===== config.mk =====
export PLATFORM = sky130hd
export DESIGN_NAME = pmem_prefetch_arbiter
export DESIGN_NICKNAME = d
export VERILOG_FILES = /design/src/rtl/pmem_prefetch_arbiter.sv
export SDC_FILE = /design/constraint.sdc
export NUM_CORES = 1
export LEC_CHECK = 0
export ABC_AREA = 0
export CAP_MARGIN = 0
export CORE_AREA = 2 2 287 289
export DETAILED_ROUTE_END_ITERATION = 12
export DIE_AREA = 0 0 289 291
export GPL_TIMING_DRIVEN = 0
export PLACE_DENSITY_LB_ADDON = 0.15
export SYNTH_ARGS = -nofsm -noshare
export SYNTH_HDL_FRONTEND = slang
export SYNTH_SLANG_ARGS = --single-unit
export TNS_END_PERCENT = 1

===== constraint.sdc =====
create_clock -name clk -period 7 [get_ports clk]
set_input_delay 1.75 -clock clk [delete_from_list [all_inputs] [get_ports clk]]
set_output_delay 1.75 -clock clk [all_outputs]
set_load 0.01 [all_outputs]

===== src/rtl/pmem_prefetch_arbiter.sv =====
// Purpose: arbitrates the single pmem port between L2 demand traffic and prefetch-buffer fills.
// Latency: buffer hit answers one cycle after the request; a pmem transaction answers in the pmem_resp cycle.
// Backpressure: L2 holds its request until l2_resp; wait_l2 flags a stall behind a non-abortable prefetch.
//
// Ports:
//   clk, reset              clock, asynchronous active-high reset
//   l2_read/l2_write        L2 demand requests, held until l2_resp (write wins if both are set)
//   l2_address, l2_wdata    L2 request address and write-back data
//   l2_rdata, l2_resp       read data and one-cycle completion pulse back to L2
//   wait_l2                 L2 request present while a prefetch owns pmem
//   pf_req, pf_address      one-cycle prefetch request; a newer request replaces a pending one
//   buf_address             lookup/fill address for the prefetch buffer
//   buf_hit, buf_rdata      buffer lookup result for buf_address (combinational in the buffer)
//   buf_fill                write pmem_rdata into the buffer line at buf_address
//   buf_invalidate          clear the buffer line at buf_address
//   pmem_*                  physical memory strobes, address, data and completion pulse
//   pf_issued_cnt           completed prefetch fills, saturating
//   pf_hit_cnt              L2 reads served from the buffer, saturating
module pmem_prefetch_arbiter #(
  parameter int BLOCK_W     = 128,
  parameter int OFFSET_BITS = 4,
  parameter int CNT_W       = 16
) (
  input  logic               clk,
  input  logic               reset,
  input  logic               l2_read,
  input  logic               l2_write,
  input  logic [15:0]        l2_address,
  input  logic [BLOCK_W-1:0] l2_wdata,
  output logic [BLOCK_W-1:0] l2_rdata,
  output logic               l2_resp,
  output logic               wait_l2,
  input  logic               pf_req,
  input  logic [15:0]        pf_address,
  output logic [15:0]        buf_address,
  input  logic               buf_hit,
  input  logic [BLOCK_W-1:0] buf_rdata,
  output logic               buf_fill,
  output logic               buf_invalidate,
  output logic               pmem_read,
  output logic               pmem_write,
  output logic [15:0]        pmem_address,
  output logic [BLOCK_W-1:0] pmem_wdata,
  input  logic [BLOCK_W-1:0] pmem_rdata,
  input  logic               pmem_resp,
  output logic [CNT_W-1:0]   pf_issued_cnt,
  output logic [CNT_W-1:0]   pf_hit_cnt
);

  typedef enum logic [2:0] {
    IDLE     = 3'd0,
    HIT_RESP = 3'd1,
    DEM_RD   = 3'd2,
    DEM_WR   = 3'd3,
    PF_RD    = 3'd4
  } state_t;

  state_t             state;
  logic               pf_pending;
  logic               pf_stale;
  logic [15:0]        pf_addr_q;
  logic [15:0]        pf_issue_q;
  logic [BLOCK_W-1:0] hit_data_q;
  logic [CNT_W-1:0]   issued_q;
  logic [CNT_W-1:0]   hit_q;

  logic l2_req;
  logic l2_rd_eff;
  logic pf_same_blk;
  logic stale_now;
  logic fill_now;
  logic pend_clr;

  function automatic logic same_block(input logic [15:0] a, input logic [15:0] b);
    return a[15:OFFSET_BITS] == b[15:OFFSET_BITS];
  endfunction

  function automatic logic [CNT_W-1:0] sat_inc(input logic [CNT_W-1:0] v);
    return (&v) ? v : v + CNT_W'(1);
  endfunction

  // Write wins when L2 (illegally) raises both requests.
  assign l2_req    = l2_read | l2_write;
  assign l2_rd_eff = l2_read & ~l2_write;

  assign pf_same_blk = same_block(l2_address, pf_addr_q);

  // A write-back to the block being prefetched makes the in-flight data stale;
  // it must also catch a write that shows up in the very cycle pmem answers.
  assign stale_now = (state == PF_RD) && l2_write && same_block(l2_address, pf_issue_q);
  assign fill_now  = (state == PF_RD) && pmem_resp && !(pf_stale || stale_now);

  // Pending prefetch leaves the register either by issuing or by being
  // superseded by a demand read of the same block (that read goes to pmem anyway).
  always_comb begin
    pend_clr = 1'b0;
    if (state == IDLE && !l2_write && pf_pending) begin
      if (l2_read && !buf_hit)
        pend_clr = pf_same_blk;
      else if (!l2_read)
        pend_clr = 1'b1;
    end
  end

  // Buffer lookup follows L2 whenever L2 can be served; a prefetch in flight
  // keeps the fill address on the bus so buf_fill lands on the right line.
  always_comb begin
    buf_address = pf_addr_q;
    if (state == PF_RD)
      buf_address = pf_issue_q;
    else if (l2_req)
      buf_address = l2_address;
  end

  // Strobes decode straight off the state flop, so an asynchronous reset
  // drops them in the same instant it forces IDLE.
  always_comb begin
    pmem_read      = 1'b0;
    pmem_write     = 1'b0;
    pmem_address   = 16'h0000;
    pmem_wdata     = '0;
    l2_resp        = 1'b0;
    l2_rdata       = '0;
    wait_l2        = 1'b0;
    buf_fill       = 1'b0;
    buf_invalidate = 1'b0;
    case (state)
      IDLE: begin
        buf_invalidate = l2_write & buf_hit;
      end
      HIT_RESP: begin
        l2_resp  = 1'b1;
        l2_rdata = hit_data_q;
      end
      DEM_RD: begin
        pmem_read    = 1'b1;
        pmem_address = l2_address;
        l2_resp      = pmem_resp;
        if (pmem_resp)
          l2_rdata = pmem_rdata;
      end
      DEM_WR: begin
        pmem_write   = 1'b1;
        pmem_address = l2_address;
        pmem_wdata   = l2_wdata;
        l2_resp      = pmem_resp;
      end
      PF_RD: begin
        pmem_read    = 1'b1;
        pmem_address = pf_issue_q;
        wait_l2      = l2_req;
        buf_fill     = fill_now;
      end
      default: ;
    endcase
  end

  always_ff @(posedge clk or posedge reset) begin
    if (reset) begin
      state      <= IDLE;
      pf_pending <= 1'b0;
      pf_stale   <= 1'b0;
      pf_addr_q  <= 16'h0000;
      pf_issue_q <= 16'h0000;
      hit_data_q <= '0;
      issued_q   <= '0;
      hit_q      <= '0;
    end else begin
      // A fresh request always lands, even in the cycle the old one issues.
      if (pf_req) begin
        pf_pending <= 1'b1;
        pf_addr_q  <= pf_address;
      end else if (pend_clr) begin
        pf_pending <= 1'b0;
      end

      case (state)
        IDLE: begin
          if (l2_write) begin
            state <= DEM_WR;
          end else if (l2_rd_eff && buf_hit) begin
            state      <= HIT_RESP;
            hit_data_q <= buf_rdata;
          end else if (l2_rd_eff) begin
            state <= DEM_RD;
          end else if (pf_pending) begin
            state      <= PF_RD;
            pf_issue_q <= pf_addr_q;
          end
        end
        HIT_RESP: begin
          hit_q <= sat_inc(hit_q);
          state <= IDLE;
        end
        DEM_RD, DEM_WR: begin
          if (pmem_resp)
            state <= IDLE;
        end
        PF_RD: begin
          if (pmem_resp) begin
            pf_stale <= 1'b0;
            if (fill_now)
              issued_q <= sat_inc(issued_q);
            state <= IDLE;
          end else if (stale_now) begin
            pf_stale <= 1'b1;
          end
        end
        default: state <= IDLE;
      endcase
    end
  end

  assign pf_issued_cnt = issued_q;
  assign pf_hit_cnt    = hit_q;

  a_pmem_excl: assert property (@(posedge clk) disable iff (reset) !(pmem_read && pmem_write));
  a_resp_idle: assert property (@(posedge clk) disable iff (reset) l2_resp |=> state == IDLE);

endmodule


==> results.toml <==
[logic_synthesis]
ys_top_cells_by_area = "dfrtp_1, mux2_2, a22o_1, and3_1, xor2_1"
ys_seq_elements = 197
syn_area_per_cell_um2 = 11.2
synthAdderAreaFrac = 0.00236
synth-compound-area-share = 0.121
syn_inst = 952
synth_fp_nets = 1377
synth_top_family_by_area = "multiplexers"
synthSimpleGateAreaFrac = 0.148
syn_area_um2 = 10600
ys_seq_area_frac = 0.464
ys_warn_count = 0
synth_xor_area_frac = 0.0429
synth_top_area_share = 0.464
synth_mux_area_frac = 0.187
yosys.cell_types.count = 43
yosysTopAreaCell = "dfrtp_1"

[place]
place_ws_ns = -0.0850
gp_congestion = 0.842
port_buffers = 746
hpwl_um = 56100

[power]
leakagePower_nw = 8.25
ir_drop_mv = 0.126
power_density_nw_per_um2 = 313

[timing]
timing.final.crit_share = 0.936
grt_setup_unrepaired = "false"
drv_slew = 0
fmax_ghz = 0.153
relSlewSlack = 0.226
setup_violations = 0
finalCriticalPeriod_ns = 6.55
hold_slack_ns = 0.507
hold_viol = 0
worst_slew_pin_slew_ns = 1.16
fin_worst_skew_ns = 0.0226
tns_ns = 0
setup_ws_ns = 0.448

[cells_and_area]
post-route-util = 0.249
syn2layout_area_growth_pct = 89.9
final_nets = 2147
drive_gt1_frac = 0.133
layout_common_cells = "clkdlybuf4s50_1, dfrtp_1, mux2_2"
mostFrequentLayoutCell = "clkdlybuf4s50_1"

[cts]
path_clk_slew_ns = 0.08
cts.sinks = 197
cts.root.buffer_cell = "clkbuf_16"
cts_inserted_buffers = 17
tritoncts = "yes"
h-tree-depth = 4
clock_path_buffers = 2
ctsResizeCount = 1
post_cts_buffers = 0
ctsHoldBuffers = 0
insertion_delay_ns = 0.49

[setup_path]
worstSetupEndpointType = "primary output"
rrSetupSlack_ns = 4.32
max_stage_delay_ns = 0.66
cp-start-kind = "input pin"
worstSetupPathType = "input pin to primary output"
arrival_ns = 4.80
worstPathRequired_ns = 5.25
worstPathCellList = "clkdlybuf4s50_1, nand2_1, nor2_1, clkbuf_1, clkbuf_1, a22o_1, clkdlybuf4s50_1"
slowest_stage = "clkdlybuf4s50_1"
cp_max_fo = 10
rr_worst_depth = 6

[grt]
grt_pass1_vias = 11801
grt_pass1_wl_um = 92300
grt_max_degree = 39
grt_antenna_before_repair = 15
grt.total_usage = 0.156
grt_overflow_total = 0

[status]
status = "finished, final reports clean"

[drt]
drt_wl_total_um = 68000
wl_per_cell_um = 24.2
dr.pass1.iters = 6
drt_iter0_drc = 356
final_antenna_net_count = 0
vias_per_cell = 3.95
route.detailed.drc = 0
num_vias = 11107

[floorplanning]
start_util = 0.131
rows = 105
die_h_um = 291
ioPinCount = 749
die_area_um2 = 84100
fp.dieW_um = 289
core-area_um2 = 81200

[flow_run]
max_cap_viol_count = 0

[min_path]
hold_depth = 1
hp-class = "register to register"
-- kinds of logic after synthesis --
logic type,after synthesis
flops,197
xor+xnor,52
compound gates,157
simple gates,276
fa+ha+maj,2
mux,178
buf+inv,90
-- cells in the mapped netlist --
cell type and number:
a31o_2 1, a31oi_1 3, nor2_2 2, mux2_2 161
nor4_1 6, xnor2_1 25, o31ai_2 1, xor2_1 27
mux2i_1 16, nor3b_1 4, nor3b_2 1, a21oi_1 4
a22o_1 128, mux2_1 1, o21ai_0 19, nor3_1 11
buf_1 3, inv_1 6, and3_1 132, or2_2 1
nand2b_1 1, nor2_1 16, nor2b_1 2, nand2_1 62
nand3_2 1, nor4_4 1, and2_1 1, nand4_1 14
or3_1 3, clkbuf_1 62, nand3_1 10, ha_1 2
buf_6 2, and4_1 3, nand4_2 1, buf_2 16
nor4b_1 1, or3b_1 1, or4b_2 1, dfrtp_1 197
nor3b_4 1, buf_4 1, o21a_1 1
-- registers in the layout, indices dropped and copies added, names as in the netlist --
signal / cells
hit_data_q: 128
pf_addr_q: 16
pf_hit_cnt: 16
pf_issue_q: 16
pf_issued_cnt: 16
pf_pending: 1
pf_stale: 1
state: 3
-- path summary, 6_finish.rpt --
check / from / end
min: pf_issued_cnt[7] / pf_issued_cnt[7]
min reg2reg: pf_issued_cnt[7] / pf_issued_cnt[7]
min in group asynchronous: reset / pf_issue_q[3]
max reg2reg: state[1] / hit_data_q[16]
max in group asynchronous: reset / pf_hit_cnt[3]
max: pmem_resp / l2_rdata[79]
-- metal layers --
metal	up-vias	routed length, um	share of wire	global-route usage
li1	5053	-	-	-
met1	5525	24000	0.35	0.159
met2	449	37000	0.54	0.297
met3	68	4820	0.071	0.0451
met4	12	2080	0.031	0.0573
met5	-	81	0.0012	0
-- power breakdown --
group,switching [mW],total (mW),internal [mW]
clock network,0.583,1.11,0.524
logic,1.52,3.26,1.74
registers,0.350,1.95,1.59
total,2.46,6.31,3.86
-- per-stage QoR --
| step | power (mW) | std cells | instance area, um2 |
|---|---|---|---|
| 2_1_floorplan | 3.36 | 952 | 10600 |
| 3_3_place_gp | 5.27 | 2768 | 19400 |
| 3_5_place_dp | 5.28 | 2773 | 19500 |
| 4_1_cts | 6.45 | 2805 | 20200 |
| 5_1_grt | 6.71 | 2808 | 20200 |
| 6_report | 6.31 | 2809 | 20200 |
-- critical path: cells and delay by family --
family | cells | cell delay (ns)
AOI/OAI and AO/OA | 1 | 0.22
and+or+nand+nor | 2 | 0.33
buffers and inverters | 4 | 2.48
-- cell type report --
type	count	area (um2)
clock buffer	17	425
fill	8714	61000
timing repair buffer	751	7570
inverter	6	26.3
antenna	4	10.0
clock inverter	15	206
sequential	197	4930
buffer	84	357
tap	1070	1340
multi-input combinational	665	5320
Note: power is estimated with default switching activity, not from simulation.
